--- src/rtl/alu_pkg.sv ---
// Shared ALU constants: sel codes, ALUOp/funct encodings and the issue
// controller's FSM state encoding. Used by the ALU and its control logic.
package alu_pkg;

  // ALU sel codes
  localparam logic [2:0] SEL_AND = 3'b000;
  localparam logic [2:0] SEL_OR  = 3'b001;
  localparam logic [2:0] SEL_ADD = 3'b010;
  localparam logic [2:0] SEL_SUB = 3'b110;
  localparam logic [2:0] SEL_SLT = 3'b111;
  localparam logic [2:0] SEL_NOR = 3'b100;

  // ALUOp codes from the main decoder
  localparam logic [1:0] ALUOP_ADD   = 2'b00;
  localparam logic [1:0] ALUOP_SUB   = 2'b01;
  localparam logic [1:0] ALUOP_RTYPE = 2'b10;
  localparam logic [1:0] ALUOP_RSVD  = 2'b11;

  // MIPS R-type funct codes
  localparam logic [5:0] FUNCT_ADD = 6'b100000;
  localparam logic [5:0] FUNCT_SUB = 6'b100010;
  localparam logic [5:0] FUNCT_AND = 6'b100100;
  localparam logic [5:0] FUNCT_OR  = 6'b100101;
  localparam logic [5:0] FUNCT_SLT = 6'b101010;
  localparam logic [5:0] FUNCT_NOR = 6'b100111;

  // Issue controller FSM encoding
  localparam logic [1:0] ST_IDLE = 2'd0;
  localparam logic [1:0] ST_EXEC = 2'd1;
  localparam logic [1:0] ST_RESP = 2'd2;

endpackage

--- src/rtl/alu_decode.sv ---
// Combinational ALUOp/funct -> ALU sel decode with an error flag for
// reserved ALUOp values and unsupported funct codes.
module alu_decode
  import alu_pkg::*;
(
  input  logic [1:0] aluop,
  input  logic [5:0] funct,
  output logic [2:0] sel,
  output logic       err
);

  // Undecodable requests fall back to sel=AND with err raised
  always_comb begin
    sel = SEL_AND;
    err = 1'b1;
    case (aluop)
      ALUOP_ADD: begin
        sel = SEL_ADD;
        err = 1'b0;
      end
      ALUOP_SUB: begin
        sel = SEL_SUB;
        err = 1'b0;
      end
      ALUOP_RTYPE: begin
        case (funct)
          FUNCT_ADD: begin sel = SEL_ADD; err = 1'b0; end
          FUNCT_SUB: begin sel = SEL_SUB; err = 1'b0; end
          FUNCT_AND: begin sel = SEL_AND; err = 1'b0; end
          FUNCT_OR:  begin sel = SEL_OR;  err = 1'b0; end
          FUNCT_SLT: begin sel = SEL_SLT; err = 1'b0; end
          FUNCT_NOR: begin sel = SEL_NOR; err = 1'b0; end
          default: begin
            sel = SEL_AND;
            err = 1'b1;
          end
        endcase
      end
      ALUOP_RSVD: begin
        sel = SEL_AND;
        err = 1'b1;
      end
    endcase
  end

endmodule

--- src/rtl/alu_issue_ctrl.sv ---
// Sequencing front end for the combinational 32-bit ALU: accepts one
// request, drives registered operands/sel, captures the result one cycle
// later and returns it on a valid/ready response channel.
module alu_issue_ctrl
  import alu_pkg::*;
#(
  parameter int unsigned CNT_W = 16
) (
  input  logic             clk,
  input  logic             rst,
  input  logic             req_valid,
  output logic             req_ready,
  input  logic [1:0]       req_aluop,
  input  logic [5:0]       req_funct,
  input  logic [31:0]      req_a,
  input  logic [31:0]      req_b,
  output logic [31:0]      alu_op1,
  output logic [31:0]      alu_op2,
  output logic [2:0]       alu_sel,
  input  logic [31:0]      alu_result,
  input  logic             alu_zf,
  output logic             rsp_valid,
  input  logic             rsp_ready,
  output logic [31:0]      rsp_result,
  output logic             rsp_zero,
  output logic             rsp_err,
  output logic [CNT_W-1:0] op_count
);

  logic [1:0] state;
  logic       err_q;
  logic [2:0] dec_sel;
  logic       dec_err;
  logic       accept;
  logic       exec;
  logic       done;

  alu_decode u_decode (
    .aluop (req_aluop),
    .funct (req_funct),
    .sel   (dec_sel),
    .err   (dec_err)
  );

  // Handshake outputs decode from state only; reset forces req_ready low
  assign req_ready = (state == ST_IDLE) && !rst;
  assign rsp_valid = (state == ST_RESP);

  assign accept = (state == ST_IDLE) && req_valid;
  assign exec   = (state == ST_EXEC);
  assign done   = (state == ST_RESP) && rsp_ready;

  // IDLE -> EXEC on accept, EXEC -> RESP always, RESP -> IDLE on consume
  always_ff @(posedge clk) begin
    if (rst) begin
      state <= ST_IDLE;
    end else begin
      case (state)
        ST_IDLE: if (req_valid) state <= ST_EXEC;
        ST_EXEC: state <= ST_RESP;
        ST_RESP: if (rsp_ready) state <= ST_IDLE;
        default: state <= ST_IDLE;
      endcase
    end
  end

  // Operand, sel and decode-error registers load only on acceptance
  always_ff @(posedge clk) begin
    if (rst) begin
      alu_op1 <= '0;
      alu_op2 <= '0;
      alu_sel <= SEL_AND;
      err_q   <= 1'b0;
    end else if (accept) begin
      alu_op1 <= req_a;
      alu_op2 <= req_b;
      alu_sel <= dec_sel;
      err_q   <= dec_err;
    end
  end

  // Capture the settled ALU outputs in EXEC; errored requests return zeros
  always_ff @(posedge clk) begin
    if (rst) begin
      rsp_result <= '0;
      rsp_zero   <= 1'b0;
      rsp_err    <= 1'b0;
    end else if (exec) begin
      if (err_q) begin
        rsp_result <= '0;
        rsp_zero   <= 1'b0;
        rsp_err    <= 1'b1;
      end else begin
        rsp_result <= alu_result;
        rsp_zero   <= alu_zf;
        rsp_err    <= 1'b0;
      end
    end
  end

  // Completed-response counter, wraps naturally at 2^CNT_W
  always_ff @(posedge clk) begin
    if (rst) begin
      op_count <= '0;
    end else if (done) begin
      op_count <= op_count + CNT_W'(1);
    end
  end

endmodule

--- config.mk ---
export PLATFORM = sky130hd
export DESIGN_NAME = alu_issue_ctrl
export DESIGN_NICKNAME = d
export VERILOG_FILES = /design/src/rtl/alu_pkg.sv /design/src/rtl/alu_decode.sv /design/src/rtl/alu_issue_ctrl.sv
export SDC_FILE = /design/constraint.sdc
export NUM_CORES = 1
export LEC_CHECK = 0
export ABC_AREA = 1
export CAP_MARGIN = 10
export CORE_ASPECT_RATIO = 0.7
export CORE_MARGIN = 5
export CORE_UTILIZATION = 35
export DETAILED_ROUTE_END_ITERATION = 7
export HOLD_SLACK_MARGIN = 0.02
export PLACE_DENSITY = 0.77
export SETUP_SLACK_MARGIN = 0.3
export SLEW_MARGIN = 30
export SYNTH_ARGS = -nofsm -noshare
export SYNTH_HDL_FRONTEND = slang
export SYNTH_SLANG_ARGS = --single-unit
--- constraint.sdc ---
create_clock -name clk -period 2.6 [get_ports clk]
set_clock_uncertainty 0.05 [all_clocks]
set_input_delay 0.52 -clock clk [delete_from_list [all_inputs] [get_ports clk]]
set_output_delay 0.52 -clock clk [all_outputs]
set_load 0.005 [all_outputs]
# Word-level counts from Yosys, hierarchy flattened
# Index checks and enable logic that the tools add are counted.
# totals
input_bits	109
word_cells	42
regBits	120
# classes
n_reduce_logical	9
mux	10
add_sub_neg	1
eq_ne	13
# ops
operator	count
$eq A6 B6 Y1 const B	6
$mux W32	1
$add A16 B1 Y16 const B	1
$pmux W3 S5	1
$pmux W3 S4	1
$eq A2 B2 Y1 const B	3
$pmux W2 S3	1
$reduce_or A6 Y1	1
$eq A2 B1 Y1 const B	2
$logic_not A2 Y1	2
$mux W2	2
$logic_and A1 B1 Y1	3
$mux W1	3
$pmux W1 S3	1
$ne A2 B1 Y1 const B	1
$ne A2 B2 Y1 const B	1
$reduce_and A2 Y1	1
$reduce_or A2 Y1	1
$logic_not A1 Y1	1

# Longest topological paths before layout
# depth
depth_word	4
mapped_depth	9

# By module
# Synthesis repeated with hierarchy kept, for this count alone.
# hier_totals
cells_unflattened	573
area_unflattened_um2	4664.5
# modules_own_cells
module	seq_area_each_um2	cells_each	n_inst	area_per_inst_um2
alu_issue_ctrl	2402.3	544	1	4513.1
alu_decode	0.0	29	1	151.4

# Worst setup path before layout
# OpenSTA, ideal clock, no wires.
# synth_path
path_kind	input-to-output
start	in rst
end	out req_ready
path_slack_ps	988
path_buffers	2
t_required_ps	2030
arrival_ps	1042
cell_stages	3
cell_sequence	clkbuf_1 clkbuf_1 nor2_1
# synth_via
elab_chain_cells	2
# synth_lines
element	line_no	rtl
from (decl)	alu_issue_ctrl.sv:10	input logic rst,
$logic_not A1 Y1	alu_issue_ctrl.sv:46	assign req_ready = (state == ST_IDLE) && !rst;
$logic_and A1 B1 Y1	alu_issue_ctrl.sv:46	
to (decl)	alu_issue_ctrl.sv:12	output logic req_ready,
# Every way passes these cells.

# Worst setup path in the final report
# Same ends and word-level chain as after synthesis.

==> out/qor.txt <==
drt pass-1 iters - 5
CTS sink count - 120
syn nets - 674
Die Span Y - 104 µm
Clock Latency Late Sink - 400 ps
total of max-cap violations - 0
Startpoint Class - input pin
antenna diode instance count - 0
critical path class - in2out
most common cell after layout, fill and taps aside - clkdlybuf4s50_1
antenna-violating nets left - 0
RSZ-0062 raised after global routing - no
CTS H-tree lvls - 4
Mean Syn Cell Area - 7.86 µm²
CP dominant cell by count - clkdlybuf4s50_1
first-pass GRT wire length - 21700 µm
# DRC - 0
critical path arrival - 1580 ps
Synth top area share - 0.542
# hold bufs at CTS - 0
Worst VDD drop - 0.000454 V
Fin Setup TNS - 0 ps
CP Max Fanout - 3
M1 GR Usage - 0.233
area delta synth->final - 67.4%
Num CTS Buffers - 17
PD cells - 678 mW/mm²
placed wire-length estimate - 10100 µm
Crit path required time - 2030 ps
Ports - 228
Worst-path clk slew - 50 ps
sequential cell area fraction in the yosys report - 0.542
LEAKAGE - 0.00291 µW
overall power - 5040 µW
# resized after CTS - 0
hold_ws - 422 ps
Crit-path slowest cell - clkdlybuf4s50_1
share of post-route cells with drive strength above 1 - 0.0663
number of DRC violations after detailed-routing iteration 0 - 191
DR WL/cell - 14.4 µm
relative slew slack - 0.476
Storage cell area - 0.00240 mm²
Achievable Freq - 0.466 GHz
Worst Max-Slew Pin Slew - 784 ps
GR met3 Demand/Resource - 0.0933
clk buf depth - 2
synth warn - 0
wirelength, routed - 13900 µm
crit-path cells - clkdlybuf4s50_1 > nor2_1 > clkdlybuf4s50_1
final core area utilization - 0.598
top cell type by total area after synthesis - dfxtp_1
largest net degree at the start of global routing - 40
# Post-CTS Setup Buffers - 0
Post-Synthesis Cells - 564
GRT busiest layer - met2
worst setup path startpoint - rst
# setup viols final - 0
Hold Crit Class - reg2reg
Starting Density - 0.357
Final Cycle Share - 0.826
Final Hold Viols - 0
area of the multi-input gates - 0.00176 mm²
worst r2r src - state[0]
GRT Total Usage - 0.180
CTS root buf - clkbuf_16
standard-cell row count - 34
met2 Usage GRT - 0.257
Post-synth EDFFs - 0
final instance area - 0.00742 mm²
final-stage net count - 896
CTS tree - yes
Die Area - 0.0151 mm²
Filler Cell Count - 1110
Chip Width - 145 µm
Hold Path Origin - alu_sel[0]
status - finished clean
Yosys cell types - 22
vias per cell - 4.71
ys flop type - dfxtp_1
routability cong. - 0.796
Final Critical Period - 2150 ps
placed cell area - 0.00684 mm²
commonest non-fill, non-tap cells in the layout - clkdlybuf4s50_1 (227), nor2_1 (189), dfxtp_1 (120)
Slew Viols, Final - 0
ys async rst share - 0
CP endpoint kind - output port
via count - 4525
max incr delay on CP - 500 ps
Mapped Area - 0.00444 mm²
gr ovfl total - 0
Seq cells post-synth - 120
vias in the first global route - 4289
initial antenna violation count - 0
ranking of synthesized cells by area - dfxtp_1 (54%), nor2_1 (16%), o21ai_0 (8.1%)
I/O Buffers - 227
core area - 0.0124 mm²
## where the power goes
part	switching (µW)	internal (µW)	total, µW
logic	290	427	716
clock network	858	1440	2300
registers	61.2	1960	2020
## worst max-delay path, delay by kind of cell
family	cells	cell delay (ps)
and+or+nand+nor	1	110
buffers and inverters	2	940
## per-layer routing
layer,share of wire,vias to the layer above,wire length (µm)
met5,0,-,0
met3,0.11,25,1500
met4,0.019,0,259
met1,0.44,2033,6120
met2,0.43,174,6000
li1,-,2293,-
## through the flow
stage,cells,worst slack [ps]
2_1_floorplan,564,988
3_3_place_gp,929,455
3_5_place_dp,929,394
4_1_cts,961,428
5_1_grt,961,387
6_report,961,453
## Yosys cell counts (all sizes together), types with 7 or more instances
master / number
clkbuf: 20
dfxtp: 120
nor2: 193
o21ai: 74
buf: 13
a22oi: 33
nand3: 12
a21oi: 14
inv: 26
nand2: 40
nand4: 7
nor3: 9
## worst paths after layout
check,to,slack [ps],cells after the start
max,req_ready,450,3
min,alu_sel[0],420,2
max reg2reg,alu_sel[2],860,7
min reg2reg,alu_sel[0],420,2
## area by class of cell
| class | count | area share |
|---|---|---|
| sequential | 120 | 0.324 |
| timing repair buffer | 236 | 0.319 |
| multi-input combinational | 384 | 0.238 |
| clock buffer | 18 | 0.0592 |
| tap | 162 | 0.0273 |
| clock inverter | 14 | 0.0202 |
| inverter | 27 | 0.0137 |
## kinds of logic (layout without fill, tap and decap cells)
family / after synthesis / in the layout / synth area share
fa+ha+maj: 1 / 1 / 0.00282
flops: 120 / 120 / 0.542
simple gates: 261 / 261 / 0.238
buf+inv: 60 / 295 / 0.0606
compound gates: 122 / 122 / 0.157
## state kept, by name (all words and copies together) (netlist names)
signal      count
rsp_result     32
alu_sel         3
alu_op1        32
rsp_zero        1
state           2
alu_op2        32
err_q           1
rsp_err         1
op_count       16
No activity file was read; power rests on OpenSTA's default activity.
